`src/rtl/i2c_reg_sequencer.sv`:
```
// i2c_reg_sequencer
//   Command-level front end for i2c_master_oe. It takes one register command
//   (device, register pointer, read-N or write-1) and runs it on the master's
//   streams. It first writes the pointer (and the data byte for a write). For a
//   read it then issues a repeated transaction that reads N bytes, and passes
//   the bytes to a consumer stream. Each command ends with a one-cycle o_done
//   pulse and a status code on o_err.
// Ports
//   i_clk, i_rst               clock, async active-low reset
//   i_cmd_* / o_cmd_ready      command port (ready only while idle)
//   o_start                    one-cycle start pulse to the master
//   o_addr_*  / i_addr_ready   {dev, rw} stream; ready doubles as "master idle"
//   o_nbytes_* / i_nbytes_ready byte count of the current master transaction
//   o_wr_*    / i_wr_ready     write bytes (pointer, then payload)
//   i_rd_*    / o_rd_ready     read bytes from the master
//   i_nak                      master NAK level
//   o_data_*  / i_data_ready   read bytes to the consumer (1-entry skid reg)
//   o_done, o_err              end-of-command pulse; 0 ok, 1 NAK, 2 timeout
module i2c_reg_sequencer #(
    parameter int DATA_DEPTH     = 8,
    parameter int TIMEOUT_CYCLES = 65535
) (
    input  logic                  i_clk,
    input  logic                  i_rst,
    input  logic                  i_cmd_valid,
    output logic                  o_cmd_ready,
    input  logic [6:0]            i_cmd_dev,
    input  logic [DATA_DEPTH-1:0] i_cmd_reg,
    input  logic                  i_cmd_rd,
    input  logic [DATA_DEPTH-1:0] i_cmd_len,
    input  logic [DATA_DEPTH-1:0] i_cmd_wdata,
    output logic                  o_start,
    output logic [DATA_DEPTH-1:0] o_addr_bits,
    output logic                  o_addr_valid,
    input  logic                  i_addr_ready,
    output logic [DATA_DEPTH-1:0] o_nbytes_bits,
    output logic                  o_nbytes_valid,
    input  logic                  i_nbytes_ready,
    output logic [DATA_DEPTH-1:0] o_wr_bits,
    output logic                  o_wr_valid,
    input  logic                  i_wr_ready,
    input  logic [DATA_DEPTH-1:0] i_rd_bits,
    input  logic                  i_rd_valid,
    output logic                  o_rd_ready,
    input  logic                  i_nak,
    output logic [DATA_DEPTH-1:0] o_data_bits,
    output logic                  o_data_valid,
    input  logic                  i_data_ready,
    output logic                  o_done,
    output logic [1:0]            o_err
);
    localparam int DW = DATA_DEPTH;
    localparam int TW = $clog2(TIMEOUT_CYCLES + 1);
    localparam logic [TW-1:0] T_LAST = TW'(TIMEOUT_CYCLES - 1);

    typedef enum logic [3:0] {
        S_IDLE, S_W_ADDR, S_W_NB, S_W_PTR, S_W_DATA, S_W_WAIT,
        S_R_START, S_R_ADDR, S_R_NB, S_R_DATA, S_ERR, S_DONE
    } state_t;

    state_t          state, state_n;
    logic [6:0]      cmd_dev;
    logic [DW-1:0]   cmd_reg, cmd_len, cmd_wdata, rd_cnt, data_q;
    logic            cmd_rd, start_q, data_vld, timeout;
    logic [1:0]      err_q;
    logic [TW-1:0]   tcnt;

    logic cmd_acc, addr_hs, nb_hs, wr_hs, rd_hs, out_hs, any_hs, waiting, nak_live;

    assign cmd_acc  = i_cmd_valid & (state == S_IDLE);
    assign addr_hs  = o_addr_valid & i_addr_ready;
    assign nb_hs    = o_nbytes_valid & i_nbytes_ready;
    assign wr_hs    = o_wr_valid & i_wr_ready;
    assign rd_hs    = i_rd_valid & o_rd_ready;
    assign out_hs   = data_vld & i_data_ready;
    assign any_hs   = addr_hs | nb_hs | wr_hs | rd_hs | out_hs;
    // States that sit on a master/consumer handshake and therefore can time out.
    assign waiting  = !(state inside {S_IDLE, S_R_START, S_ERR, S_DONE});
    // ERR/DONE are already on the way out; a lingering NAK must not re-enter ERR.
    assign nak_live = i_nak & !(state inside {S_IDLE, S_ERR, S_DONE});

    always_ff @(posedge i_clk or negedge i_rst) begin
        if (!i_rst) state <= S_IDLE;
        else        state <= state_n;
    end

    always_comb begin
        state_n = state;
        timeout = 1'b0;
        case (state)
            S_IDLE:    if (i_cmd_valid)    state_n = S_W_ADDR;
            S_W_ADDR:  if (i_addr_ready)   state_n = S_W_NB;
            S_W_NB:    if (i_nbytes_ready) state_n = S_W_PTR;
            S_W_PTR:   if (i_wr_ready)     state_n = cmd_rd ? S_W_WAIT : S_W_DATA;
            S_W_DATA:  if (i_wr_ready)     state_n = S_W_WAIT;
            S_W_WAIT:  if (i_addr_ready)   state_n = cmd_rd ? S_R_START : S_DONE;
            S_R_START:                     state_n = S_R_ADDR;
            S_R_ADDR:  if (i_addr_ready)   state_n = S_R_NB;
            S_R_NB:    if (i_nbytes_ready) state_n = S_R_DATA;
            S_R_DATA:  if (rd_cnt == cmd_len && !data_vld) state_n = S_DONE;
            S_ERR:                         state_n = S_DONE;
            S_DONE:                        state_n = S_IDLE;
            default:                       state_n = S_IDLE;
        endcase
        if (waiting && state_n == state && !any_hs && tcnt == T_LAST) begin
            state_n = S_DONE;
            timeout = 1'b1;
        end
        // NAK has priority over a timeout in the same cycle.
        if (nak_live) begin
            state_n = S_ERR;
            timeout = 1'b0;
        end
    end

    always_ff @(posedge i_clk or negedge i_rst) begin
        if (!i_rst) begin
            cmd_dev   <= '0;
            cmd_reg   <= '0;
            cmd_len   <= '0;
            cmd_wdata <= '0;
            cmd_rd    <= 1'b0;
            start_q   <= 1'b0;
            err_q     <= 2'd0;
            tcnt      <= '0;
            rd_cnt    <= '0;
            data_q    <= '0;
            data_vld  <= 1'b0;
        end else begin
            start_q <= cmd_acc | (state_n == S_R_START);
            if (cmd_acc) begin
                cmd_dev   <= i_cmd_dev;
                cmd_reg   <= i_cmd_reg;
                cmd_rd    <= i_cmd_rd;
                cmd_wdata <= i_cmd_wdata;
                cmd_len   <= (i_cmd_len == '0) ? DW'(1) : i_cmd_len;
                err_q     <= 2'd0;
            end
            if (nak_live)     err_q <= 2'd1;
            else if (timeout) err_q <= 2'd2;

            if (state_n != state || any_hs) tcnt <= '0;
            else if (waiting)               tcnt <= tcnt + 1'b1;

            if (cmd_acc)    rd_cnt <= '0;
            else if (rd_hs) rd_cnt <= rd_cnt + 1'b1;

            // Skid register: a new byte may land in the same cycle the old one leaves.
            // Any abort (NAK or timeout) discards a byte still waiting for the consumer.
            if (state_n == S_ERR || state_n == S_DONE) begin
                data_vld <= 1'b0;
            end else if (rd_hs) begin
                data_q   <= i_rd_bits;
                data_vld <= 1'b1;
            end else if (out_hs) begin
                data_vld <= 1'b0;
            end
        end
    end

    always_comb begin
        o_addr_bits   = '0;
        o_nbytes_bits = '0;
        o_wr_bits     = '0;
        case (state)
            S_W_ADDR: o_addr_bits   = DW'({cmd_dev, 1'b0});
            S_R_ADDR: o_addr_bits   = DW'({cmd_dev, 1'b1});
            S_W_NB:   o_nbytes_bits = cmd_rd ? DW'(1) : DW'(2);
            S_R_NB:   o_nbytes_bits = cmd_len;
            S_W_PTR:  o_wr_bits     = cmd_reg;
            S_W_DATA: o_wr_bits     = cmd_wdata;
            default:  ;
        endcase
    end

    assign o_cmd_ready    = (state == S_IDLE);
    assign o_start        = start_q;
    assign o_addr_valid   = (state == S_W_ADDR) | (state == S_R_ADDR);
    assign o_nbytes_valid = (state == S_W_NB)   | (state == S_R_NB);
    assign o_wr_valid     = (state == S_W_PTR)  | (state == S_W_DATA);
    assign o_rd_ready     = (state == S_R_DATA) & (~data_vld | i_data_ready);
    assign o_data_bits    = data_q;
    assign o_data_valid   = data_vld;
    assign o_done         = (state == S_DONE);
    assign o_err          = err_q;
endmodule

```
`config.mk`:
```
export PLATFORM = sky130hd
export DESIGN_NAME = i2c_reg_sequencer
export DESIGN_NICKNAME = d
export VERILOG_FILES = /design/src/rtl/i2c_reg_sequencer.sv
export SDC_FILE = /design/constraint.sdc
export NUM_CORES = 1
export LEC_CHECK = 0
export BUFFER_PORTS_ARGS = -buffer_cell sky130_fd_sc_hd__buf_2
export CELL_PAD_IN_SITES_DETAIL_PLACEMENT = 1
export CELL_PAD_IN_SITES_GLOBAL_PLACEMENT = 2
export CORE_AREA = 2 2 132 102
export DETAILED_ROUTE_END_ITERATION = 10
export DIE_AREA = 0 0 134 104
export GPL_TIMING_DRIVEN = 0
export PLACE_DENSITY_LB_ADDON = 0.1
export SYNTH_ARGS = -nofsm -noshare
export SYNTH_HDL_FRONTEND = slang
export SYNTH_SLANG_ARGS = --single-unit
```
`constraint.sdc`:
```
create_clock -name i_clk -period 3.2 [get_ports i_clk]
set_clock_uncertainty 0.1 [all_clocks]
set_input_delay 0.16 -clock i_clk [delete_from_list [all_inputs] [get_ports i_clk]]
set_output_delay 0.16 -clock i_clk [all_outputs]
set_load 0.03 [all_outputs]
```
# After elaboration in Yosys (flattened, before gate mapping)
# Cells that the tools add are included.
# Widths: inputs -> output; s select.
dict set report totals {
  register_bits 72
  inputBits 49
  out_inout_bits 42
  word_cells 101
}
dict set report op_classes {
  add_sub_neg 2
  n_eq_ne 19
  mux 31
  n_bitwise 19
  n_reduce_logical 18
}
# operator count
set ops {}
lappend ops {{$mux 4} 12}
lappend ops {{$pmux 8 s2} 3}
lappend ops {{$pmux 4 s11} 1}
lappend ops {{$mux 16} 2}
lappend ops {{$eq 4x4->1 const B} 6}
lappend ops {{$mux 8} 3}
lappend ops {{$eq 4x3->1 const B} 5}
lappend ops {{$add 16x1->16 const B} 1}
lappend ops {{$eq 16x16->1 const B} 1}
lappend ops {{$or 1x1->1} 9}
lappend ops {{$reduce_bool 3->1} 3}
lappend ops {{$add 8x1->8 const B} 1}
lappend ops {{$and 1x1->1} 8}
lappend ops {{$eq 4x2->1 const B} 2}
lappend ops {{$eq 8x8->1} 1}
lappend ops {{$logic_not 8->1} 1}
lappend ops {{$mux 2} 4}
lappend ops {{$mux 1} 6}
lappend ops {{$eq 4x1->1 const B} 1}
lappend ops {{$eq 4x4->1} 1}
lappend ops {{$logic_and 1x1->1} 4}
lappend ops {{$logic_not 1->1} 4}
lappend ops {{$logic_not 4->1} 1}
lappend ops {{$ne 4x4->1} 1}
lappend ops {{other kinds (6)} 8}

# Logic depth before layout (Yosys ltp)
dict set report logic_depth {
  ltp_word 16
  mapped_depth 10
  depth_no_buf 8
}

# Worst setup path before layout
# No wires, ideal clock.
dict set report synth_path {
  path_kind {register to register}
  from {register state[1]}
  to {register tcnt[10]}
  setup_ns 0.080
  t_arrival_ns 2.548
  required_time_ns 3.020
  setup_slack_ns 0.471
  path_stages_with_launch 11
  n_path_buf 2
  synth_period_minus_slack_ns 2.729
  path_cell_list {dfrtp_1 > buf_6 > or4_4 > clkinv_4 > a211oi_4 > nand2_4 > nor3_2 > or4_4 > a221o_4 > buf_6 > nor3_2}
}
dict set report synth_between {
  elab_cells_between_ends 50
  classes_between {eq/ne: 14; mux: 13; bitwise: 13; reduce/logical: 10}
}
# element line_no
set synth_lines {}
lappend synth_lines {{start, declared} 61} ;# state_t state, state_n;
lappend synth_lines {{start signal, assigned} 84} ;# else state <= state_n;
lappend synth_lines {{$logic_not 4->1 *} -}
lappend synth_lines {{named net o_cmd_ready} 26} ;# output logic o_cmd_ready,
lappend synth_lines {{$pmux 4 s11 / $reduce_bool 4->1 (equally long branches)} {90, 78}}
lappend synth_lines {{$eq 4x4->1 / $logic_not 1->1 (equally long branches)} {105, 78}}
lappend synth_lines {{$logic_and 1x1->1 (3 in series)} 105} ;# if (waiting && state_n == state && !any_hs && tcnt == T_LAST) begin
lappend synth_lines {{$mux 4} 105}
lappend synth_lines {{$mux 4 *} 110} ;# if (nak_live) begin
lappend synth_lines {{named net state_n[1]} 61}
lappend synth_lines {{$ne 4x4->1 *} 142} ;# if (state_n != state || any_hs) tcnt <= '0;
lappend synth_lines {{$logic_or 1x1->1 *} 142}
lappend synth_lines {{$ne 2x1->1 (no line) / $mux 16 (equally long branches)} -}
lappend synth_lines {{end signal, assigned} 143} ;# else if (waiting) tcnt <= tcnt + 1'b1;
lappend synth_lines {{end, declared} 66} ;# logic [TW-1:0] tcnt;
# The timed path passes the listed nets; every way through them passes the cells marked *.
# A chain may end at the register's enable or synchronous reset.

# Worst setup path in the final report
dict set report layout_path {
  from {register state[0]}
  to {register tcnt[8]}
}
dict set report layout_between {
  elab_chain_len 15
  elab_cells_between_ends 50
  classes_between {eq/ne: 14; mux: 13; bitwise: 13; reduce/logical: 10}
}
# element line_no
set layout_lines {}
lappend layout_lines {{$eq 4x1->1 (tied with other cells)} {90, 178}}
lappend layout_lines {{$or 1x1->1, on equally long branches} {178, 179}}
lappend layout_lines {{$and 1x1->1, on equally long branches} {71, 72}}
lappend layout_lines {{$or 1x1->1 (4 in series)} 76} ;# assign any_hs = addr_hs | nb_hs | wr_hs | rd_hs | out_hs;
lappend layout_lines {{$logic_not 1->1} 105}
lappend layout_lines {{$logic_and 1x1->1 (2 in series)} 105}
lappend layout_lines {{$mux 4} 105}
lappend layout_lines {{$mux 4 *} 110}
lappend layout_lines {{named net state_n[1]} 61}
lappend layout_lines {{$ne 4x4->1 *} 142}
lappend layout_lines {{$logic_or 1x1->1 *} 142}
lappend layout_lines {{$ne 2x1->1 (no line) / $mux 16 (equally long branches)} -}
# Marks and branches as above.

==> qor.yml <==
floorplanning:
  ios: 91
  die-area_mm2: 0.0139
  coreArea_mm2: 0.0127
  die_x_um: 134
  rows: 36
  die_y_um: 104
  start_util_pct: 31.3
pwr:
  p_sw_mw: 2.00
  seqPwrFrac_pct: 30.6
  p_leak_nw: 2.56
  clockPowerShare_pct: 22.4
  p_total_mw: 4.54
  irDropWorstVdd_mv: 0.339
  power_density_mw_per_mm2: 843
  pwr-share-comb_pct: 46.9
  p_int_mw: 2.55
  swShare_pct: 43.9
timing:
  timing.fmax_mhz: 333
  slew_viol_final: 0
  finalWorstSetupSlack_ps: 200
  finalCritPeriodShare_pct: 93.7
  slew_headroom_pct: 56.6
  worst_pin_slew_ps: 650
  hold_viol_final: 0
  rsz0062_at_grt: "no"
  fin_crit_ps: 3000
  setup_viol: 0
  finalSetupTns_ps: 0
setup_path:
  worst-path-max-fanout: 10
  critPathCaptureType: "flip-flop"
  required_ps: 3340
  cp_slowest_cell: "or4_4"
  crit_chain: "clkbuf_4 -> and4bb_1 -> nand3_1 -> o2111ai_2 -> nor3_2 -> or4_4 -> a221o_4 -> buf_6 -> nor3_2"
  slowest_delay_ps: 510
  crit_path_frequent_cell: "nor3_2"
  crit_arrival_ps: 3140
  crit_type: "reg2reg"
  critPathLaunchType: "flip-flop"
synthesis:
  synth-xor-area-share_pct: 6.40
  synth_compound_area_share_pct: 8.99
  yosysMostFrequentCell: "nand2_1"
  netlist.area_leader.share_pct: 45.4
  synth_edf_count: 0
  seq_area_frac_synth_pct: 45.4
  synthArstFlopShare_pct: 100
  synthMuxAreaShare_pct: 2.56
  syn_inst: 445
  syn_avg_cell_area_um2: 8.91
  synth-seq-cells: 72
  synth_common_cells: "118 x nand2_1, 72 x dfrtp_1, 31 x nor2_1, 18 x xnor2_1, 17 x clkbuf_1"
  yosys_warnings: 0
  synth_area_leader_cell: "dfrtp_1"
  ys.flop_type: "dfrtp_1"
  synth.cell_area_mm2: 0.00397
  synth.area.top_cells: "dfrtp_1 45%, nand2_1 11%, xnor2_1 4.0%, nor2_1 2.9%, nor3_2 2.8%"
  synth-simple-area-share_pct: 31.7
  syn-num-nets: 497
  synth_fa_ha_area_share_pct: 0.946
  synth_top_family_by_area: "simple AND/OR/NAND/NOR gates"
  yosys.cell_types.count: 52
clock_network:
  cts_root_buf: "clkbuf_16"
  cts.path.max_buffers: 2
  htree_levels: 3
  cts_inserted_buffers: 9
  clock_sinks: 72
  clock_latency_ps: 340
  clk_pin_slew_worst_paths_ps: 60
  cts_tree: "built"
cells_and_area:
  area_growth_pct: 35.9
  largest_reg_flops: 16
  layout-drive-gt1-share_pct: 25.6
  instances_no_fill: 764
  diodes: 0
  finalNetCount: 640
  top_register: "tcnt"
  utilization_pct: 42.6
routing:
  remaining_drc_errors: 0
  ant_nets: 0
  drt_iter0_markers: 137
  drt_first_pass_iters: 5
  wirelength_um: 12700
  wire_per_inst_um: 16.7
  via_per_inst: 4.84
  routed-via-count: 3701
outcome:
  status: "finished, final reports clean"
placed_design:
  port_buffers: 90
  dp_hpwl_um: 9150
  dp.cells: 707
  place_ws_ps: -250
  place_congestion: 0.802
grt:
  grt_use_total_pct: 19.4
  grt_pass1_vias: 4005
  grt.overflow.total: 0
  grt_first_pass_wirelength_um: 21300
  antenna_found_initial: 0
  grt_max_degree: 39
worst_hold_path:
  hold_class: "in2reg"
job:
  maxCapViolCount: 0
-- per-layer routing --
layer	GRT usage, %	vias up	part of all wire [%]
met2	30.2	91	44
met3	4.48	19	4.4
met1	26.9	1800	49
met4	5.55	0	1.7
li1	-	1791	-
met5	0	-	0
-- placed cells by master (no fill, tap or decap), types with 7 or more instances in the layout --
cell type      synthesis  final
nand2_1              118    118
buf_2                  6     94
dfrtp_1               72     72
dlygate4sd3_1          0     40
nor2_1                31     31
clkbuf_1              17     18
xnor2_1               18     18
nor3_1                13     13
and3_1                13     13
xor2_1                11     11
and2_1                11     11
o21ai_0               11     11
nor3_2                11     11
a22oi_1               10     10
nand3_1                9      9
mux2_2                 9      9
nand4_1                9      9
a21oi_1                9      9
clkbuf_16              0      9
inv_1                  8      8
nor2b_1                7      7
-- worst max-delay path: cells and delay by family (launching register included) --
kind	cells	cell delay, ps
and+or+nand+nor	5	1320
buffers and inverters	2	440
AOI/OAI and AO/OA	2	610
DFF	1	410
-- logic make-up after synthesis --
family,Yosys count
AND/OR/NAND/NOR,249
flip-flops,72
AO/OA/AOI/OAI,48
buffers and inverters,35
XOR/XNOR,29
multiplexers,9
adder cells (fa/ha/maj),3
-- area by class of cell --
type / instances / area [um^2]
sequential: 72 / 1800
fill: 1479 / 7270
clock buffer: 11 / 243
clock inverter: 5 / 56.3
tap: 171 / 214
multi-input combinational: 338 / 2030
timing repair buffer: 132 / 881
inverter: 10 / 42.5
buffer: 25 / 119
-- power groups by stage --
stage	Sequential [mW]	Combinational [mW]	Clock, mW
finish	1.39	2.13	1.02
global route	1.43	2.36	1.08
floorplan	1.46	1.38	0
global placement	1.40	2.01	0
detailed placement	1.41	2.06	0
CTS	1.39	2.12	1.05
-- through the flow --
stage / hold WS [ps] / area [um^2]
floorplan: -236 / 3970
global placement: 250 / 4630
detailed placement: 58.2 / 4650
CTS: 19.4 / 5370
global route: 34.7 / 5390
finish: 30.0 / 5390
-- worst paths after layout --
path	startpoint	end	slack [ps]	depth (start not counted)
worst max-delay path	state[0]	tcnt[8]	200	9
worst min-delay path	i_cmd_len[0]	cmd_len[0]	30	3
worst max register to register	state[0]	tcnt[8]	200	9
worst min register to register	cmd_dev[3]	cmd_dev[3]	360	2
max in group asynchronous	i_rst	rd_cnt[6]	2200	3
min in group asynchronous	i_rst	tcnt[0]	220	2
-- repair_timing --
item                                    in CTS  in global routing
resized for setup                            1                  5
setup buffers                                1                  0
hold buffers                                40                  0
endpoints found under the hold margin       73                  0
endpoints found under the setup margin      10                 18
pin swaps                                    0                  0
No activity file was read; power rests on OpenSTA's default activity.
